$ cat src/rtl/du_pkg.sv
// Shared definitions for the debug-unit host link: data widths, command bytes
// understood by debug_unit, and the host-side FSM state encoding.
package du_pkg;

  localparam int BYTE           = 8;
  localparam int DWORD          = 32;
  localparam int BYTES_PER_WORD = DWORD / BYTE;

  // Command bytes; must stay in step with the decoder inside debug_unit.
  localparam logic [BYTE-1:0] CMD_NOP       = 8'h00;
  localparam logic [BYTE-1:0] CMD_READ_PC   = 8'h01;
  localparam logic [BYTE-1:0] CMD_READ_REGS = 8'h02;
  localparam logic [BYTE-1:0] CMD_READ_MEM  = 8'h03;
  localparam logic [BYTE-1:0] CMD_STEP      = 8'h04;

  typedef enum logic [2:0] {
    ST_IDLE,
    ST_SEND,
    ST_WAIT_TX,
    ST_RECV,
    ST_FIN
  } host_state_t;

endpackage

$ cat src/rtl/du_byte_packer.sv
// Packs a byte stream little-endian into 32-bit words, strobing each full word
// and flushing a trailing partial word zero-padded on request.
module du_byte_packer
  import du_pkg::*;
#(
  parameter int IDX_W = 8
) (
  input  logic             clk,
  input  logic             rst,
  input  logic             clear,
  input  logic             shift_en,
  input  logic [BYTE-1:0]  shift_data,
  input  logic             flush,
  output logic [DWORD-1:0] word,
  output logic             word_valid,
  output logic [IDX_W-1:0] word_idx
);

  logic [DWORD-1:0] acc_q;
  logic [DWORD-1:0] acc_next;
  logic [1:0]       lane_q;
  logic [IDX_W-1:0] word_cnt_q;
  logic             emit;

  // A flush with no bytes pending (and none arriving) emits nothing.
  always_comb begin
    acc_next = acc_q;
    for (int i = 0; i < BYTES_PER_WORD; i++) begin
      if (shift_en && (lane_q == i[1:0])) begin
        acc_next[i*BYTE +: BYTE] = shift_data;
      end
    end
    emit = (shift_en && (lane_q == 2'd3)) ||
           (flush && (shift_en || (lane_q != 2'd0)));
  end

  always_ff @(posedge clk or posedge rst) begin
    if (rst) begin
      acc_q      <= '0;
      lane_q     <= '0;
      word_cnt_q <= '0;
      word       <= '0;
      word_valid <= 1'b0;
      word_idx   <= '0;
    end else begin
      word_valid <= emit;
      if (clear) begin
        acc_q      <= '0;
        lane_q     <= '0;
        word_cnt_q <= '0;
      end else if (emit) begin
        word       <= acc_next;
        word_idx   <= word_cnt_q;
        word_cnt_q <= word_cnt_q + IDX_W'(1);
        acc_q      <= '0;
        lane_q     <= '0;
      end else if (shift_en) begin
        acc_q  <= acc_next;
        lane_q <= lane_q + 2'd1;
      end
    end
  end

endmodule

$ cat src/rtl/du_host_link.sv
// Host side of the debug-unit link: sends one command byte over the UART and
// collects the fixed-length reply as 32-bit words, aborting on rx silence.
module du_host_link
  import du_pkg::*;
#(
  parameter int LEN_W     = 10,
  parameter int TO_W      = 20,
  parameter int TO_CYCLES = 1000000
) (
  input  logic             i_clock,
  input  logic             i_reset,
  input  logic [BYTE-1:0]  i_cmd,
  input  logic [LEN_W-1:0] i_rsp_len,
  input  logic             i_cmd_valid,
  output logic             o_busy,
  output logic [BYTE-1:0]  o_tx_data,
  output logic             o_tx_start,
  input  logic             i_tx_done,
  input  logic [BYTE-1:0]  i_rx_data,
  input  logic             i_rx_done,
  output logic [DWORD-1:0] o_word,
  output logic             o_word_valid,
  output logic [LEN_W-3:0] o_word_idx,
  output logic             o_done,
  output logic             o_timeout
);

  localparam logic [TO_W-1:0] TO_LAST = TO_W'(TO_CYCLES - 1);

  host_state_t      state_q;
  host_state_t      state_next;
  logic [LEN_W-1:0] len_q;
  logic [LEN_W-1:0] count_q;
  logic [LEN_W-1:0] count_after;
  logic [TO_W-1:0]  to_cnt_q;
  logic             accept;
  logic             capture;
  logic             to_hit;
  logic             flush;

  // Bytes are taken from WAIT_TX onward, but never past the requested length.
  assign accept      = (state_q == ST_IDLE) && i_cmd_valid;
  assign capture     = i_rx_done && ((state_q == ST_WAIT_TX) || (state_q == ST_RECV)) &&
                       (count_q != len_q);
  assign count_after = capture ? (count_q + LEN_W'(1)) : count_q;
  assign to_hit      = (state_q == ST_RECV) && !i_rx_done && (to_cnt_q == TO_LAST);

  always_ff @(posedge i_clock or posedge i_reset) begin
    if (i_reset) begin
      state_q <= ST_IDLE;
    end else begin
      state_q <= state_next;
    end
  end

  always_comb begin
    state_next = state_q;
    unique case (state_q)
      ST_IDLE: begin
        if (i_cmd_valid) begin
          state_next = ST_SEND;
        end
      end
      ST_SEND: begin
        state_next = ST_WAIT_TX;
      end
      ST_WAIT_TX: begin
        if (i_tx_done) begin
          state_next = (count_after == len_q) ? ST_FIN : ST_RECV;
        end
      end
      ST_RECV: begin
        if (capture && (count_after == len_q)) begin
          state_next = ST_FIN;
        end else if (to_hit) begin
          state_next = ST_FIN;
        end
      end
      ST_FIN: begin
        state_next = ST_IDLE;
      end
      default: begin
        state_next = ST_IDLE;
      end
    endcase
  end

  // Flush rides on the cycle that leaves for FIN, so the last word lines up with o_done.
  always_comb begin
    o_busy     = (state_q != ST_IDLE);
    o_tx_start = (state_q == ST_SEND);
    o_done     = (state_q == ST_FIN);
    flush      = ((state_q == ST_WAIT_TX) || (state_q == ST_RECV)) && (state_next == ST_FIN);
  end

  always_ff @(posedge i_clock or posedge i_reset) begin
    if (i_reset) begin
      len_q     <= '0;
      count_q   <= '0;
      to_cnt_q  <= '0;
      o_tx_data <= '0;
      o_timeout <= 1'b0;
    end else if (accept) begin
      len_q     <= i_rsp_len;
      count_q   <= '0;
      to_cnt_q  <= '0;
      o_tx_data <= i_cmd;
      o_timeout <= 1'b0;
    end else begin
      count_q <= count_after;
      if (capture) begin
        to_cnt_q <= '0;
      end else if (state_q == ST_RECV) begin
        to_cnt_q <= to_cnt_q + TO_W'(1);
      end
      if (to_hit) begin
        o_timeout <= 1'b1;
      end
    end
  end

  du_byte_packer #(
    .IDX_W(LEN_W - 2)
  ) u_packer (
    .clk       (i_clock),
    .rst       (i_reset),
    .clear     (accept),
    .shift_en  (capture),
    .shift_data(i_rx_data),
    .flush     (flush),
    .word      (o_word),
    .word_valid(o_word_valid),
    .word_idx  (o_word_idx)
  );

endmodule
$ cat config.mk
export PLATFORM = sky130hd
export DESIGN_NAME = du_host_link
export DESIGN_NICKNAME = d
export VERILOG_FILES = /design/src/rtl/du_pkg.sv /design/src/rtl/du_byte_packer.sv /design/src/rtl/du_host_link.sv
export SDC_FILE = /design/constraint.sdc
export NUM_CORES = 1
export LEC_CHECK = 0
export CAP_MARGIN = 20
export CORE_MARGIN = 2
export CORE_UTILIZATION = 30
export DETAILED_ROUTE_END_ITERATION = 12
export DONT_BUFFER_PORTS = 1
export PLACE_DENSITY = 0.43
export SYNTH_ARGS = -nofsm -noshare
export SYNTH_HDL_FRONTEND = slang
export SYNTH_SLANG_ARGS = --single-unit
$ cat constraint.sdc
create_clock -name i_clock -period 5.4 [get_ports i_clock]
set_input_delay 1.08 -clock i_clock [delete_from_list [all_inputs] [get_ports i_clock]]
set_output_delay 1.08 -clock i_clock [all_outputs]
set_load 0.005 [all_outputs]
# Word-level counts from Yosys, hierarchy flattened
# Cells that the tools add are included.
dict set report word_totals {
  regBits 135
  latchBits 0
  ramBits 0
  rom_bits 0
  input_bits 31
  elab_cells 78
  mem_count 0
}
dict set report classes {
  addsub 4
  mul 0
  n_div 0
  order_cmp 0
  n_eq_ne 11
  shifts 0
  muxes 25
  bitwise_logic 1
  reduce_logical 25
}
# operator count
set ops {}
lappend ops {{$mux 32} 3}
lappend ops {{$mux 20} 3}
lappend ops {{$mux 8} 6}
lappend ops {{$add 20x1->20 const B} 1}
lappend ops {{$eq 20x20->1 const B} 1}
lappend ops {{$mux 10} 2}
lappend ops {{$mux 3} 5}
lappend ops {{$logic_and 1x1->1} 12}
lappend ops {{$pmux 3 s4} 1}
lappend ops {{$add 10x1->10 const B} 1}
lappend ops {{$eq 10x10->1} 1}
lappend ops {{$ne 10x10->1} 1}
lappend ops {{$reduce_bool 3->1} 3}
lappend ops {{$add 8x1->8 const B} 1}
lappend ops {{$eq 3x2->1 const B} 2}
lappend ops {{$eq 3x3->1 const B} 2}
lappend ops {{$mux 2} 3}
lappend ops {{$reduce_bool 2->1} 3}
lappend ops {{$eq 2x2->1 const B} 2}
lappend ops {{$eq 3x1->1 const B} 1}
lappend ops {{$logic_not 3->1} 1}
lappend ops {{$logic_or 1x1->1} 3}
lappend ops {{$add 2x1->2 const B} 1}
lappend ops {{$eq 2x1->1 const B} 1}
lappend ops {{5 further kinds} 6}

# Depth between registers and ports, before layout
# Gate-level depths: netlist of the first run.
dict set report depth {
  ltp_word 15
  mapped_depth 13
  ltp_nobuf 10
}

# Modules after synthesis
# Synthesis of the first run repeated with hierarchy kept, for this count alone.
dict set report unflattened {
  hier_cells 550
  area_unflattened_um2 6100.9
}
# mod instances cells_per_inst area_per_inst_um2 seq_area_each_um2
set modules_own_cells {}
lappend modules_own_cells {du_byte_packer 1 287 3335.7 2077.0}
lappend modules_own_cells {du_host_link 1 263 2765.2 1301.2}

# Worst setup path before layout of the first run
# OpenSTA, ideal clock, no wires.
dict set report synth_timing {
  path_kind {input -> register}
  startpoint {in i_rx_done}
  endpoint {reg u_packer.word[13]}
  setup_ps 127
  arrival_time_ps 3421
  required_ps 5273
  setup_slack_ps 1851
  path_stages 12
  path_buffers 3
  cell_sequence {and3b_1 > buf_2 > o221a_1 > a211o_1 > a211o_1 > a211oi_2 > a21oi_2 > or2_1 > buf_6 > clkinv_4 > buf_8 > mux2_1}
}
dict set report synth_via {
  elab_chain_cells 12
  elab_cells_between_ends 22
  cone_classes {2 x eq/ne; 7 x mux; 13 x reduce/logical}
}
# item line_no
set synth_lines {}
lappend synth_lines {{start: declaration} du_host_link.sv:20} ;# input logic i_rx_done,
lappend synth_lines {{$logic_and 1x1->1 (2 in series)} du_host_link.sv:43} ;# assign capture = i_rx_done && ((state_q == ST_WAIT_TX) || (state_q == ST_RECV)) &&
lappend synth_lines {{$mux 10} du_host_link.sv:45} ;# assign count_after = capture ? (count_q + LEN_W'(1)) : count_q;
lappend synth_lines {{$eq 10x10->1} {du_host_link.sv:69, du_host_link.sv:73}}
lappend synth_lines {{$mux 3 / $logic_and 1x1->1 (equally long branches)} {du_host_link.sv:69, du_host_link.sv:73}}
lappend synth_lines {{$mux 3, on equally long branches} {du_host_link.sv:68, du_host_link.sv:73}}
lappend synth_lines {{$pmux 3 s4} du_host_link.sv:58} ;# unique case (state_q)
lappend synth_lines {{$eq 3x3->1} du_host_link.sv:93} ;# flush = ((state_q == ST_WAIT_TX) || (state_q == ST_RECV)) && (state_next == ST_FIN);
lappend synth_lines {{$logic_and 1x1->1} du_host_link.sv:93}
lappend synth_lines {{$logic_and 1x1->1} du_byte_packer.sv:34} ;# (flush && (shift_en || (lane_q != 2'd0)));
lappend synth_lines {{$logic_or 1x1->1 *} du_byte_packer.sv:33} ;# emit = (shift_en && (lane_q == 2'd3)) ||
lappend synth_lines {{via u_packer.emit} du_byte_packer.sv:23} ;# logic emit;
lappend synth_lines {{$reduce_and 2->1 (no line) *} --}
lappend synth_lines {{end signal: assignment} du_byte_packer.sv:52} ;# word <= acc_next;
lappend synth_lines {{end: declaration} du_byte_packer.sv:14} ;# output logic [DWORD-1:0] word,
# The timed path passes the listed nets; every way through them passes the cells marked *.
# A chain may end at the register's enable or synchronous reset.

# Final worst setup path of the first run
dict set report layout_timing {
  startpoint {reg count_q[2]}
  endpoint {reg u_packer.word[19]}
}
dict set report layout_via {
  elab_chain_cells 12
  elab_cells_between_ends 19
  cone_classes {1 x add/sub; 3 x eq/ne; 6 x mux; 9 x reduce/logical}
}
# item line_no
set layout_lines {}
lappend layout_lines {{start: declaration} du_host_link.sv:33} ;# logic [LEN_W-1:0] count_q;
lappend layout_lines {{start signal: assignment} du_host_link.sv:110} ;# count_q <= count_after;
lappend layout_lines {{branches (longest 12 deep; another with $add 10x1->10)} --}
# Several ways; the timed one is not identified.

==> impl_metrics.json, run 1 <==
{
  "outcome": "completed",
  "dieArea_mm2": 0.02196,
  "fillers": 2055,
  "rows": 52,
  "finalHoldViolations": 0,
  "avgSynthCellArea_um2": 10.66,
  "grt_max_degree": 95,
  "top_layer": "met4",
  "dp_hpwl_um": 9886,
  "die_y_um": 148.2,
  "drv_cap": 0,
  "ant_nets": 0,
  "cts_buffers": 17,
  "antenna-diode-count": 0,
  "hp-class": "flip-flop to flip-flop",
  "slew_headroom": 0.4204,
  "critPathBufInv": 3,
  "place_area_mm2": 0.006485,
  "synthFlopType": "dfrtp_1",
  "grt_pass1_vias": 4490,
  "hp-start": "u_packer.word_cnt_q[7]",
  "finClkSkew_ns": 0.01588,
  "via_per_inst": 4.903,
  "final_cell_mix": "dfrtp_1, nand2_1, nor2_1",
  "worst_setup_path_startpoint": "count_q[2]",
  "synth_top_area_frac": 0.5415,
  "wl_met1_um": 6435,
  "routedWlPerCell_um": 17.03,
  "cp_slowest_cell": "or2_1",
  "drt_first_pass_iters": 5,
  "routed_wl_um": 14770,
  "drt_iter0_drc": 326,
  "gp_congestion": 0.8716,
  "num_io_pins": 84,
  "critical_path.max_fanout": 20,
  "cp_common_cell": "nand2_1",
  "clockBufferDepth": 2,
  "irDropWorstVdd_uv": 163.3,
  "antenna_found_initial": 0,
  "grt_pass1_wl_um": 24630,
  "period_needed_ns": 3.931,
  "cellLeakagePower_nw": 3.480,
  "layout-drive-gt1-share": 0.1407,
  "mostFrequentLayoutCell": "dfrtp_1",
  "grt_usage": 0.1429,
  "max_stage_delay_ns": 0.53,
  "r2r-start": "count_q[2]",
  "cts_resized": 0,
  "finalSetupViolCount": 0,
  "power-per-cell-area_mw_per_mm2": 312.1,
  "yosysTopAreaCell": "dfrtp_1",
  "postCtsSetupBuffers": 0,
  "htree_levels": 4,
  "synth_area_mm2": 0.006238,
  "die_w_um": 148.2,
  "clk_latency_ns": 0.43,
  "cts_root_buf": "clkbuf_16",
  "clkTransAtPathRegs_ns": 0.06,
  "ys_types": 57,
  "fin_setup_tns_ns": 0,
  "drc": 0,
  "ys_ff_latch": 135,
  "critPathCaptureType": "flip-flop",
  "core-area_mm2": 0.02030,
  "crit_type": "flip-flop to flip-flop",
  "period_share": 0.7279,
  "synth_warnings": 0,
  "slew_viol_final": 0,
  "dr_wl_met3_um": 875,
  "syn_to_final_growth_pct": 14.20,
  "via_count": 4251,
  "synth.area.top_cells": "dfrtp_1, mux2_2, nand2_1",
  "hold_buffers": 0,
  "cp_top_family": "simple AND/OR/NAND/NOR gates",
  "cts_tree": "yes",
  "crit_chain": "xnor2_1, and4_1, a31oi_1, buf_4, nand2_1, nand2_1, a21oi_2, buf_8, or2_1, clkinv_4, mux2_1",
  "grt-ovfl-total": 0,
  "ys_seq_area_frac": 0.5415,
  "rsz0062_at_grt": "no",
  "tightestPinTransition_ns": 0.8694,
  "numPortBuffers": 0,
  "synth_edf_count": 0,
  "synthesis.nets": 623,
  "cts.sinks": 135,
  "ys_async_sr_fraction": 1.000,
  "power_mw": 2.223,
  "met2_length_um": 7274,
  "initial_core_util": 0.3073,
  "max_freq_ghz": 0.2544,
  "arrival_ns": 4.24,
  "finalInstanceArea_mm2": 0.007124,
  "cp_data_required_time_ns": 5.71,
  "critPathLaunchType": "flip-flop",
  "fin_nets": 622,
  "syn_inst": 585,
  "regToRegSetupSlack_ns": 1.47
}
==> where the power goes <==
part           leakage, nW  switching, mW  total, mW  internal [mW]
Combinational         1.33         0.0218     0.0246        0.00280
Clock                0.295          0.523       1.19          0.665
Sequential            1.85              0       1.01           1.01
==> metrics by stage <==
stage | setup slack, ns | hold slack [ns] | instances | utilization
after CTS | 0.6663 | 0.5081 | 865 | 0.3495
after detailed placement | 0.5749 | 0.4976 | 833 | 0.3195
after global routing | 1.250 | 0.5307 | 867 | 0.3510
after global placement | 0.7368 | 0.4800 | 833 | 0.3195
final | 1.469 | 0.4962 | 867 | 0.3510
after floorplan | 0.7089 | 0.4420 | 585 | -
==> logic make-up after synthesis <==
family	synth area share
AOI/OAI and AO/OA	0.07140
buffers and inverters	0.03129
xor gates and xnor gates	0.05756
adders and majority gates	0.01404
DFF	0.5415
muxes	0.1079
and+or+nand+nor	0.1763
==> path summary, 6_finish.rpt <==
kind	end	cells past startpoint
min in group asynchronous	u_packer.word_cnt_q[7]	1
setup reg to reg	u_packer.word[19]	11
max in group asynchronous	len_q[4]	2
hold reg to reg	u_packer.word_cnt_q[7]	1
hold / removal	u_packer.word_cnt_q[7]	1
setup / recovery	u_packer.word[19]	11
==> area by class of cell <==
class                      count  area (um^2)  area share
inverter                      13        58.81    0.008254
clock inverter                15        183.9     0.02582
clock buffer                  17        425.4     0.05971
multi-input combinational    409         2665      0.3741
sequential                   135         3378      0.4742
timing repair buffer           8        75.07     0.01054
tap                          270        337.8     0.04742
==> synthesized netlist by cell type (all sizes together) (11+ instances only) <==
cell      n
nand2    73
nor2b    20
nor3     12
dfrtp   135
xor2     17
o21ai    39
nand3    17
buf      11
xnor2    24
nor2     63
inv      12
mux2     44
mux2i    17
clkbuf   17
==> state kept, by name, indices dropped and copies added, names as in the netlist <==
register             flops
to_cnt_q                20
u_packer.acc_q          32
u_packer.word_idx        8
u_packer.word_valid      1
o_timeout                1
o_tx_data                8
u_packer.word_cnt_q      8
len_q                   10
u_packer.word           32
count_q                 10
u_packer.lane_q          2
state_q                  3
==> metal layers <==
metal | GRT usage | vias to the layer above
li1 | - | 2008
met5 | 0 | -
met3 | 0.04939 | 17
met1 | 0.1786 | 2138
met2 | 0.2331 | 88
met4 | 0.04571 | 0
Note: power is estimated with default switching activity, not from simulation.
==> run 2, diff against run 1 <==
PLACE_DENSITY = 0.44   (was 0.43)
clock period = 3.5 ns   (was 5.4 ns; I/O delays follow)
==> run 2 against run 1 <==
Worst hold slack got worse by 0.36 ns. Setup slack worse by 1.2 ns. Final cell count grew 0.69%. Register-to-register slack got worse by 1.2 ns. Global-route usage decreased by 0.20 points. Sequential power rose by 54%. Clock skew decreased by 0.0015 ns. Non-clock buffer count increased by 6. Largest cell class unchanged.
==> impl_metrics.json, run 2 (synthesized netlist as in run 1, its figures left out) <==
{
  "antenna-diode-count": 0,
  "fin_ws_ns": 0.2973,
  "hold_buffers": 0,
  "regToRegSetupSlack_ns": 0.30,
  "clk_latency_ns": 0.43,
  "pre_cts_slack_ns": 0.3642,
  "clkTransAtPathRegs_ns": 0.07,
  "gp_congestion": 0.9188,
  "power_mw": 3.421,
  "postCtsSetupBuffers": 0,
  "ant_nets": 0,
  "grt_usage": 0.1409,
  "r2r_end": "u_packer.word_idx[0]",
  "finalHoldViolations": 0,
  "irDropWorstVdd_uv": 280.5,
  "cp.depth": 10,
  "die_y_um": 148.2,
  "num_io_pins": 84,
  "dp_hpwl_um": 10010,
  "drv_cap": 0,
  "rsz0062_at_grt": "no",
  "slew_headroom": 0.4119,
  "drc": 0,
  "max_freq_ghz": 0.3122,
  "mostFrequentLayoutCell": "dfrtp_1",
  "cts_buffers": 17,
  "r2r_cells": 10,
  "initial_core_util": 0.3073,
  "max_stage_delay_ns": 0.52,
  "grt-ovfl-total": 0,
  "routed_wl_um": 14490,
  "crit_type": "flip-flop to flip-flop",
  "via_per_inst": 4.887,
  "core-area_mm2": 0.02030,
  "worst_setup_path_startpoint": "count_q[0]",
  "grt_max_degree": 49,
  "arrival_ns": 3.51,
  "fin_setup_tns_ns": 0,
  "numPortBuffers": 0,
  "final_cell_mix": "dfrtp_1, nand2_1, nor2_1",
  "grt_pass1_wl_um": 24220,
  "slew_viol_final": 0,
  "syn_to_final_growth_pct": 14.86,
  "critical_path.endpoint": "u_packer.word_idx[0]",
  "cp_top_family": "compound AO/OA/AOI/OAI gates",
  "cp_slowest_cell": "dfrtp_1",
  "cp_data_required_time_ns": 3.81,
  "outcome": "completed",
  "rows": 52,
  "power-per-cell-area_mw_per_mm2": 477.4,
  "critPathBufInv": 1,
  "cts.sinks": 135,
  "antenna_found_initial": 0,
  "cts_resized": 0,
  "cellLeakagePower_nw": 3.506,
  "critPathLaunchType": "flip-flop",
  "tightestPinTransition_ns": 0.8821,
  "via_count": 4266,
  "hp-class": "input pin to asynchronous set/reset pin",
  "r2r-start": "count_q[0]",
  "drt_first_pass_iters": 5,
  "period_share": 0.9151,
  "critPathCaptureType": "flip-flop",
  "clockBufferDepth": 2,
  "worst_hold_slack_ns": 0.1393,
  "finalSetupViolCount": 0,
  "drt_iter0_drc": 250,
  "crit_chain": "ha_1, nand3_1, xor2_1, o41ai_1, o221ai_1, a211oi_2, a21oi_2, or2_1, buf_4, mux2_4",
  "fin_nets": 628,
  "cts_tree": "yes",
  "period_needed_ns": 3.203,
  "dieArea_mm2": 0.02196,
  "critical_path.max_fanout": 26,
  "grt_pass1_vias": 4442,
  "die_w_um": 148.2,
  "cts_root_buf": "clkbuf_16",
  "finClkSkew_ns": 0.01437,
  "top_regs": "u_packer.acc_q x32, u_packer.word x32, to_cnt_q x20",
  "finalInstanceArea_mm2": 0.007166,
  "htree_levels": 4,
  "layout-drive-gt1-share": 0.1493,
  "place_area_mm2": 0.006544,
  "routedWlPerCell_um": 16.59
}
[run 2: final cells by class]
cell class | count | area [um^2]
tap | 270 | 337.8
multi-input combinational | 409 | 2665
clock inverter | 15 | 196.4
timing repair buffer | 14 | 105.1
clock buffer | 17 | 425.4
sequential | 135 | 3378
inverter | 13 | 57.56
fill | 2078 | 13130
[run 2: where the power goes]
| group | switching (mW) | internal (mW) | leakage [nW] |
|---|---|---|---|
| clock network | 0.846 | 0.976 | 0.301 |
| logic | 0.0338 | 0.00558 | 1.35 |
| registers | 0 | 1.56 | 1.85 |
| total | 0.880 | 2.54 | 3.51 |
[run 2: how the worst min path moves through the flow]
| stage | startpoint | to | slack, ns | depth (start not counted) |
|---|---|---|---|---|
| floorplan | u_packer.word_cnt_q[7] | u_packer.word_cnt_q[7] | 0.44 | 1 |
| global placement | u_packer.word_cnt_q[7] | u_packer.word_cnt_q[7] | 0.47 | 1 |
| detailed placement | u_packer.word_cnt_q[7] | u_packer.word_cnt_q[7] | 0.48 | 1 |
| CTS | i_reset | u_packer.word_cnt_q[7] | 0.14 | 1 |
| global route | i_reset | u_packer.word_cnt_q[1] | 0.15 | 1 |
| finish | i_reset | u_packer.word_cnt_q[7] | 0.14 | 1 |
[run 2: layer usage]
layer	wire length, um	global-route usage	vias to the layer above
li1	-	-	2023
met1	6427	0.1800	2138
met2	6934	0.2243	91
met3	947	0.04908	14
met4	178	0.04619	0
met5	0	0	-
[run 2: through the flow]
step                utilization  std cells
floorplan                     -        585
global placement         0.3224        841
detailed placement       0.3224        841
CTS                      0.3530        873
global route             0.3530        873
finish                   0.3530        873
[run 2: worst reg2reg max path: cells and delay by family (launching register included)]
kind                     cells  cell delay (ns)
AO/OA/AOI/OAI                4             1.02
XOR/XNOR                     1             0.18
adder cells (fa/ha/maj)      1             0.35
AND/OR/NAND/NOR              2             0.41
flip-flops                   1             0.52
buffers and inverters        1             0.25
multiplexers                 1             0.33
